**src/rtl/nes_flash_rd_ctrl.sv**
```systemverilog
// Read-only controller for the 8-bit parallel NOR flash holding PRG/CHR images.
// Sequences the flash reset pin and runs timed async reads, with a one-entry tag for repeat reads.
//
// state        | meaning
// S_INIT_LOW   | FL_RST_N held low, cnt counts up to RST_LOW_CYC-1
// S_INIT_RECOV | FL_RST_N high, recovery down-count before first access
// S_IDLE       | ready for requests; tag hits answered here
// S_ACCESS     | CE_N/OE_N low, down-count to DQ sample
module nes_flash_rd_ctrl #(
   parameter int ACC_CYC     = 5,
   parameter int RST_LOW_CYC = 25,
   parameter int RECOV_CYC   = 3,
   parameter int HIT_EN      = 1
) (
   input  logic        i_clk,
   input  logic        i_rstn,
   input  logic        i_req,
   input  logic [22:0] i_fl_addr,
   input  logic        i_inval,
   output logic [7:0]  o_rdata,
   output logic        o_ready,
   output logic        o_busy,
   output logic [22:0] o_FL_ADDR,
   input  logic [7:0]  i_FL_DQ,
   output logic        o_FL_CE_N,
   output logic        o_FL_OE_N,
   output logic        o_FL_WE_N,
   output logic        o_FL_RST_N,
   output logic        o_FL_WP_N
);

   localparam int MAX_AB = (ACC_CYC > RST_LOW_CYC) ? ACC_CYC : RST_LOW_CYC;
   localparam int MAX_C  = (MAX_AB > RECOV_CYC) ? MAX_AB : RECOV_CYC;
   localparam int CW     = $clog2(MAX_C + 1);

   localparam logic [CW-1:0] ACC_LD       = CW'(ACC_CYC - 1);
   localparam logic [CW-1:0] RECOV_LD     = CW'(RECOV_CYC - 1);
   localparam logic [CW-1:0] RST_LOW_LAST = CW'(RST_LOW_CYC - 1);
   localparam logic [CW-1:0] CNT_ZERO     = '0;

   typedef enum logic [1:0] {
      S_INIT_LOW   = 2'd0,
      S_INIT_RECOV = 2'd1,
      S_IDLE       = 2'd2,
      S_ACCESS     = 2'd3
   } state_t;

   state_t        state_q, state_d;
   logic [CW-1:0] cnt_q, cnt_d;
   logic [22:0]   fl_addr_q, fl_addr_d;
   logic          ce_n_q, ce_n_d;
   logic          fl_rst_n_q, fl_rst_n_d;
   logic [7:0]    rdata_q, rdata_d;
   logic          ready_q, ready_d;
   logic          busy_q, busy_d;
   logic [22:0]   tag_q, tag_d;
   logic          valid_q, valid_d;
   logic          inv_pend_q, inv_pend_d;
   logic          hit;

   assign hit = (HIT_EN != 0) && valid_q && !i_inval && (i_fl_addr == tag_q);

   always_comb begin
      state_d    = state_q;
      cnt_d      = cnt_q;
      fl_addr_d  = fl_addr_q;
      ce_n_d     = ce_n_q;
      fl_rst_n_d = fl_rst_n_q;
      rdata_d    = rdata_q;
      ready_d    = 1'b0;
      busy_d     = busy_q;
      tag_d      = tag_q;
      valid_d    = valid_q;
      inv_pend_d = inv_pend_q;
      unique case (state_q)
         // Reset leaves cnt at zero, so the low phase counts up to its terminal value.
         S_INIT_LOW: begin
            if (i_inval) valid_d = 1'b0;
            if (cnt_q == RST_LOW_LAST) begin
               fl_rst_n_d = 1'b1;
               cnt_d      = RECOV_LD;
               state_d    = S_INIT_RECOV;
            end else begin
               cnt_d = cnt_q + 1'b1;
            end
         end
         S_INIT_RECOV: begin
            if (i_inval) valid_d = 1'b0;
            if (cnt_q == CNT_ZERO) begin
               busy_d  = 1'b0;
               state_d = S_IDLE;
            end else begin
               cnt_d = cnt_q - 1'b1;
            end
         end
         S_IDLE: begin
            if (i_inval) valid_d = 1'b0;
            if (i_req) begin
               if (hit) begin
                  ready_d = 1'b1;
               end else begin
                  fl_addr_d = i_fl_addr;
                  ce_n_d    = 1'b0;
                  busy_d    = 1'b1;
                  cnt_d     = ACC_LD;
                  state_d   = S_ACCESS;
               end
            end
         end
         S_ACCESS: begin
            if (cnt_q == CNT_ZERO) begin
               rdata_d    = i_FL_DQ;
               tag_d      = fl_addr_q;
               valid_d    = !(inv_pend_q || i_inval);
               inv_pend_d = 1'b0;
               ce_n_d     = 1'b1;
               ready_d    = 1'b1;
               busy_d     = 1'b0;
               state_d    = S_IDLE;
            end else begin
               cnt_d = cnt_q - 1'b1;
               if (i_inval) inv_pend_d = 1'b1;
            end
         end
         default: state_d = S_INIT_LOW;
      endcase
   end

   always_ff @(posedge i_clk or negedge i_rstn) begin
      if (!i_rstn) begin
         state_q    <= S_INIT_LOW;
         cnt_q      <= '0;
         fl_addr_q  <= '0;
         ce_n_q     <= 1'b1;
         fl_rst_n_q <= 1'b0;
         rdata_q    <= '0;
         ready_q    <= 1'b0;
         busy_q     <= 1'b1;
         tag_q      <= '0;
         valid_q    <= 1'b0;
         inv_pend_q <= 1'b0;
      end else begin
         state_q    <= state_d;
         cnt_q      <= cnt_d;
         fl_addr_q  <= fl_addr_d;
         ce_n_q     <= ce_n_d;
         fl_rst_n_q <= fl_rst_n_d;
         rdata_q    <= rdata_d;
         ready_q    <= ready_d;
         busy_q     <= busy_d;
         tag_q      <= tag_d;
         valid_q    <= valid_d;
         inv_pend_q <= inv_pend_d;
      end
   end

   assign o_rdata    = rdata_q;
   assign o_ready    = ready_q;
   assign o_busy     = busy_q;
   assign o_FL_ADDR  = fl_addr_q;
   assign o_FL_CE_N  = ce_n_q;
   assign o_FL_OE_N  = ce_n_q;
   assign o_FL_WE_N  = 1'b1;
   assign o_FL_RST_N = fl_rst_n_q;
   assign o_FL_WP_N  = 1'b1;

endmodule

```
**config.mk**
```make
export PLATFORM = sky130hd
export DESIGN_NAME = nes_flash_rd_ctrl
export DESIGN_NICKNAME = d
export VERILOG_FILES = /design/src/rtl/nes_flash_rd_ctrl.sv
export SDC_FILE = /design/constraint.sdc
export NUM_CORES = 1
export LEC_CHECK = 0
export ABC_AREA = 1
export BUFFER_PORTS_ARGS = -buffer_cell sky130_fd_sc_hd__buf_2
export CORE_MARGIN = 1.5
export CORE_UTILIZATION = 45
export DETAILED_ROUTE_END_ITERATION = 16
export GPL_TIMING_DRIVEN = 0
export PLACE_DENSITY = 0.76
export SLEW_MARGIN = 10
export SYNTH_ARGS = -nofsm -noshare
export SYNTH_HDL_FRONTEND = slang
export SYNTH_SLANG_ARGS = --single-unit
```
**constraint.sdc**
```tcl
create_clock -name i_clk -period 3.2 [get_ports i_clk]
set_clock_uncertainty 0.2 [all_clocks]
set_input_delay 0.16 -clock i_clk [delete_from_list [all_inputs] [get_ports i_clk]]
set_output_delay 0.16 -clock i_clk [all_outputs]
set_load 0.02 [all_outputs]
```
==> load_flow_metrics.sql <==
INSERT INTO impl_metrics (metric_group, metric, value, unit) VALUES
('timing', 'finalSetupViolations', '0', ''),
('routing', 'drc_violations_left', '0', ''),
('die', 'core-area', '6910', 'um^2'),
('global_route', 'grt_max_degree', '59', ''),
('clock_network', 'numCtsBuffers', '9', ''),
('power_and_ir_drop', 'power.ir.vdd_worst', '0.442', 'mV'),
('global_route', 'grt_antenna_before_repair', '0', ''),
('die', 'ios', '73', ''),
('logic_synthesis', 'synth_most_common_cell', 'sky130_fd_sc_hd__nand2_1', ''),
('timing', 'finalHoldViolations', '0', ''),
('routing', 'drt_first_iter_violations', '120', ''),
('power_and_ir_drop', 'internal-power', '2200', 'uW'),
('die', 'start_util', '0.473', ''),
('finish', 'ff_latch_area', '1680', 'um^2'),
('setup_path', 'critical_path.max_fanout', '10', ''),
('logic_synthesis', 'synthDistinctLibCells', '29', ''),
('setup_path', 'cp_common_cell', 'sky130_fd_sc_hd__nand2_1', ''),
('power_and_ir_drop', 'cellLeakagePower', '0.00232', 'uW'),
('clock_network', 'clock_path_buffers', '2', ''),
('timing', 'fmax', '0.516', 'GHz'),
('finish', 'number_of_antenna_cells_inserted', '0', ''),
('timing', 'tns_setup', '0', 'ns'),
('logic_synthesis', 'postSynth.asyncResetShare', '1.00', ''),
('power_and_ir_drop', 'power.share.clock', '0.179', ''),
('routing', 'wirelength', '8.02', 'mm'),
('finish', 'syn_to_final_growth', '31.7', '%'),
('die', 'die_y', '88.2', 'um'),
('clock_network', 'path_clk_slew', '0.07', 'ns'),
('setup_path', 'timing.reg2reg.worst_path_depth', '7', ''),
('routing', 'num_vias', '3027', ''),
('setup_path', 'worst-path-stages', '13', ''),
('logic_synthesis', 'ys_ff_latch', '67', ''),
('power_and_ir_drop', 'p_sw', '1610', 'uW'),
('setup_path', 'timing.critical_path.max_delay_family', 'buffers and inverters', ''),
('timing', 'fin_crit_sh', '0.605', ''),
('routing', 'routedWlPerCell', '12.8', 'um'),
('placement', 'detailed_place_hpwl', '5.35', 'mm'),
('clock_network', 'insertion_delay', '0.34', 'ns'),
('timing', 'whs', '0.156', 'ns'),
('setup_path', 'path_class', 'in2reg', ''),
('die', 'dieArea', '7780', 'um^2'),
('finish', 'nets', '565', ''),
('routing', 'drt_pass1_iterations', '5', ''),
('finish', 'final_layout_size_suffix_gt1_frac', '0.234', ''),
('logic_synthesis', 'synth-seq-area-share', '0.514', ''),
('finish', 'multi_input_area', '1270', 'um^2'),
('placement', 'numPortBuffers', '70', ''),
('global_route', 'grt_usage', '0.226', ''),
('die', 'row_count', '30', ''),
('setup_path', 'cp.arrival', '1.96', 'ns'),
('power_and_ir_drop', 'proportion_of_power_drawn_by_flip_flops_and_latches', '0.379', ''),
('timing', 'max_slew_violation_count', '0', ''),
('worst_hold_path', 'hp-class', 'in2async', ''),
('logic_synthesis', 'synth-warning-count', '0', ''),
('logic_synthesis', 'synthesis.instances', '409', ''),
('power_and_ir_drop', 'switching_share', '0.422', ''),
('setup_path', 'slowest_delay', '0.52', 'ns'),
('routing', 'avgViaCountPerCell', '4.84', ''),
('power_and_ir_drop', 'pwr-share-comb', '0.442', ''),
('clock_network', 'clk_root_buffer_cell', 'sky130_fd_sc_hd__clkbuf_8', ''),
('setup_path', 'cp.required', '3.23', 'ns'),
('logic_synthesis', 'postSynthAreaPerCell', '7.99', 'um^2'),
('job', 'drv_cap', '0', ''),
('timing', 'finalWorstPathRequiredPeriod', '1.94', 'ns'),
('setup_path', 'crit_chain', 'dlygate4sd3_1, buf_2, inv_2, nand2_1, nand2_1, nor2_1, nand2_1, nor2_2, nand3_1, nand3_2, buf_6, buf_6, o21ai_1', ''),
('setup_path', 'critical_path_buf_inv_count', '5', ''),
('clock_network', 'cts.sink_count', '67', ''),
('outcome', 'outcome', 'complete, no violations', ''),
('power_and_ir_drop', 'cellPowerDensity', '884', 'nW/um^2'),
('finish', 'final.fill_count', '628', ''),
('global_route', 'grt_pass1_wl', '13.3', 'mm');
==> stage by stage <==
step / setup slack, ns / cell area, um^2 / total power, uW / cells / util
global placement: 1.41 / 3740 / 3030 / 576 / 0.542
detailed placement: 1.36 / 3770 / 3100 / 577 / 0.546
finish: 1.26 / 4310 / 3810 / 626 / 0.623
CTS: 1.28 / 4310 / 3820 / 626 / 0.623
global route: 1.06 / 4310 / 4110 / 626 / 0.623
floorplan: 1.59 / 3270 / 2580 / 410 / -
==> layout make-up <==
class	instances	share of cell area
buffer	17	0.0267
clock buffer	12	0.0337
clock inverter	2	0.00872
inverter	55	0.0480
multi-input combinational	271	0.295
sequential	67	0.390
tap	96	0.0279
timing repair buffer	106	0.170
==> routing by layer <==
metal,track usage,wire length [um],part of all wire
met1,0.300,3660,0.46
met2,0.362,3910,0.49
met3,0.0420,306,0.038
met4,0.102,143,0.018
met5,0,0,0
==> repair_timing <==
| item | CTS | global route |
|---|---|---|
| hold buffers | 35 | 0 |
| endpoints found under the hold margin | 99 | 0 |
| setup buffers | 0 | 0 |
==> state kept, by name (all words and copies together) (netlist names) <==
signal      count
o_FL_RST_N      1
o_busy          1
o_FL_ADDR      23
valid_q         1
tag_q          23
state_q         2
o_FL_CE_N       1
o_rdata         8
inv_pend_q      1
cnt_q           5
o_ready         1
==> worst paths after layout <==
check                             start            end  slack, ns
max reg2reg                    cnt_q[0]      tag_q[20]       1.33
max in group asynchronous        i_rstn  o_FL_ADDR[20]       1.79
min in group i_clk           o_FL_RST_N     o_FL_RST_N       0.26
min                              i_rstn  o_FL_ADDR[13]       0.16
max                        i_fl_addr[0]  o_FL_ADDR[17]       1.26
min reg2reg                  o_FL_RST_N     o_FL_RST_N       0.26
==> cells in the final DEF, fill, tap and decap left out, types with 4 or more instances in the layout <==
| cell | Yosys | final |
|---|---|---|
| sky130_fd_sc_hd__nand2_1 | 159 | 159 |
| sky130_fd_sc_hd__buf_2 | 7 | 76 |
| sky130_fd_sc_hd__dfrtp_1 | 65 | 65 |
| sky130_fd_sc_hd__inv_1 | 49 | 49 |
| sky130_fd_sc_hd__o21ai_0 | 38 | 38 |
| sky130_fd_sc_hd__dlygate4sd3_1 | 0 | 35 |
| sky130_fd_sc_hd__nor2_1 | 17 | 17 |
| sky130_fd_sc_hd__clkbuf_8 | 0 | 10 |
| sky130_fd_sc_hd__o21ai_2 | 9 | 9 |
| sky130_fd_sc_hd__nand4_1 | 8 | 8 |
| sky130_fd_sc_hd__nand3_1 | 7 | 7 |
| sky130_fd_sc_hd__inv_2 | 6 | 6 |
| sky130_fd_sc_hd__o21ai_1 | 5 | 5 |
| sky130_fd_sc_hd__xor2_1 | 4 | 4 |
| sky130_fd_sc_hd__nor2_2 | 4 | 4 |
| sky130_fd_sc_hd__clkbuf_1 | 2 | 4 |
| sky130_fd_sc_hd__buf_6 | 4 | 4 |
| sky130_fd_sc_hd__buf_4 | 3 | 4 |
==> power by group through the flow <==
| stage | Combinational, uW | Sequential, uW | Clock (uW) |
|---|---|---|---|
| after CTS | 1690 | 1430 | 694 |
| after global placement | 1590 | 1440 | 0 |
| after detailed placement | 1650 | 1450 | 0 |
| after global routing | 1900 | 1480 | 725 |
| final | 1680 | 1440 | 682 |
| after floorplan | 908 | 1670 | 0 |
==> cell families (layout without fill, tap and decap cells) <==
group | Yosys count | after routing | share of synthesized area
adders and majority gates | 3 | 3 | 0.0115
xor gates and xnor gates | 7 | 7 | 0.0188
buffers and inverters | 72 | 192 | 0.0984
AOI/OAI and AO/OA | 59 | 59 | 0.104
DFF | 67 | 67 | 0.514
and+or+nand+nor | 200 | 200 | 0.252
other | 1 | 2 | 0.00115
==> worst min-delay path, delay by kind of cell <==
family | cells | cell delay (ns)
buf+inv | 3 | 0.93
Power figures use the tool's default switching activity.
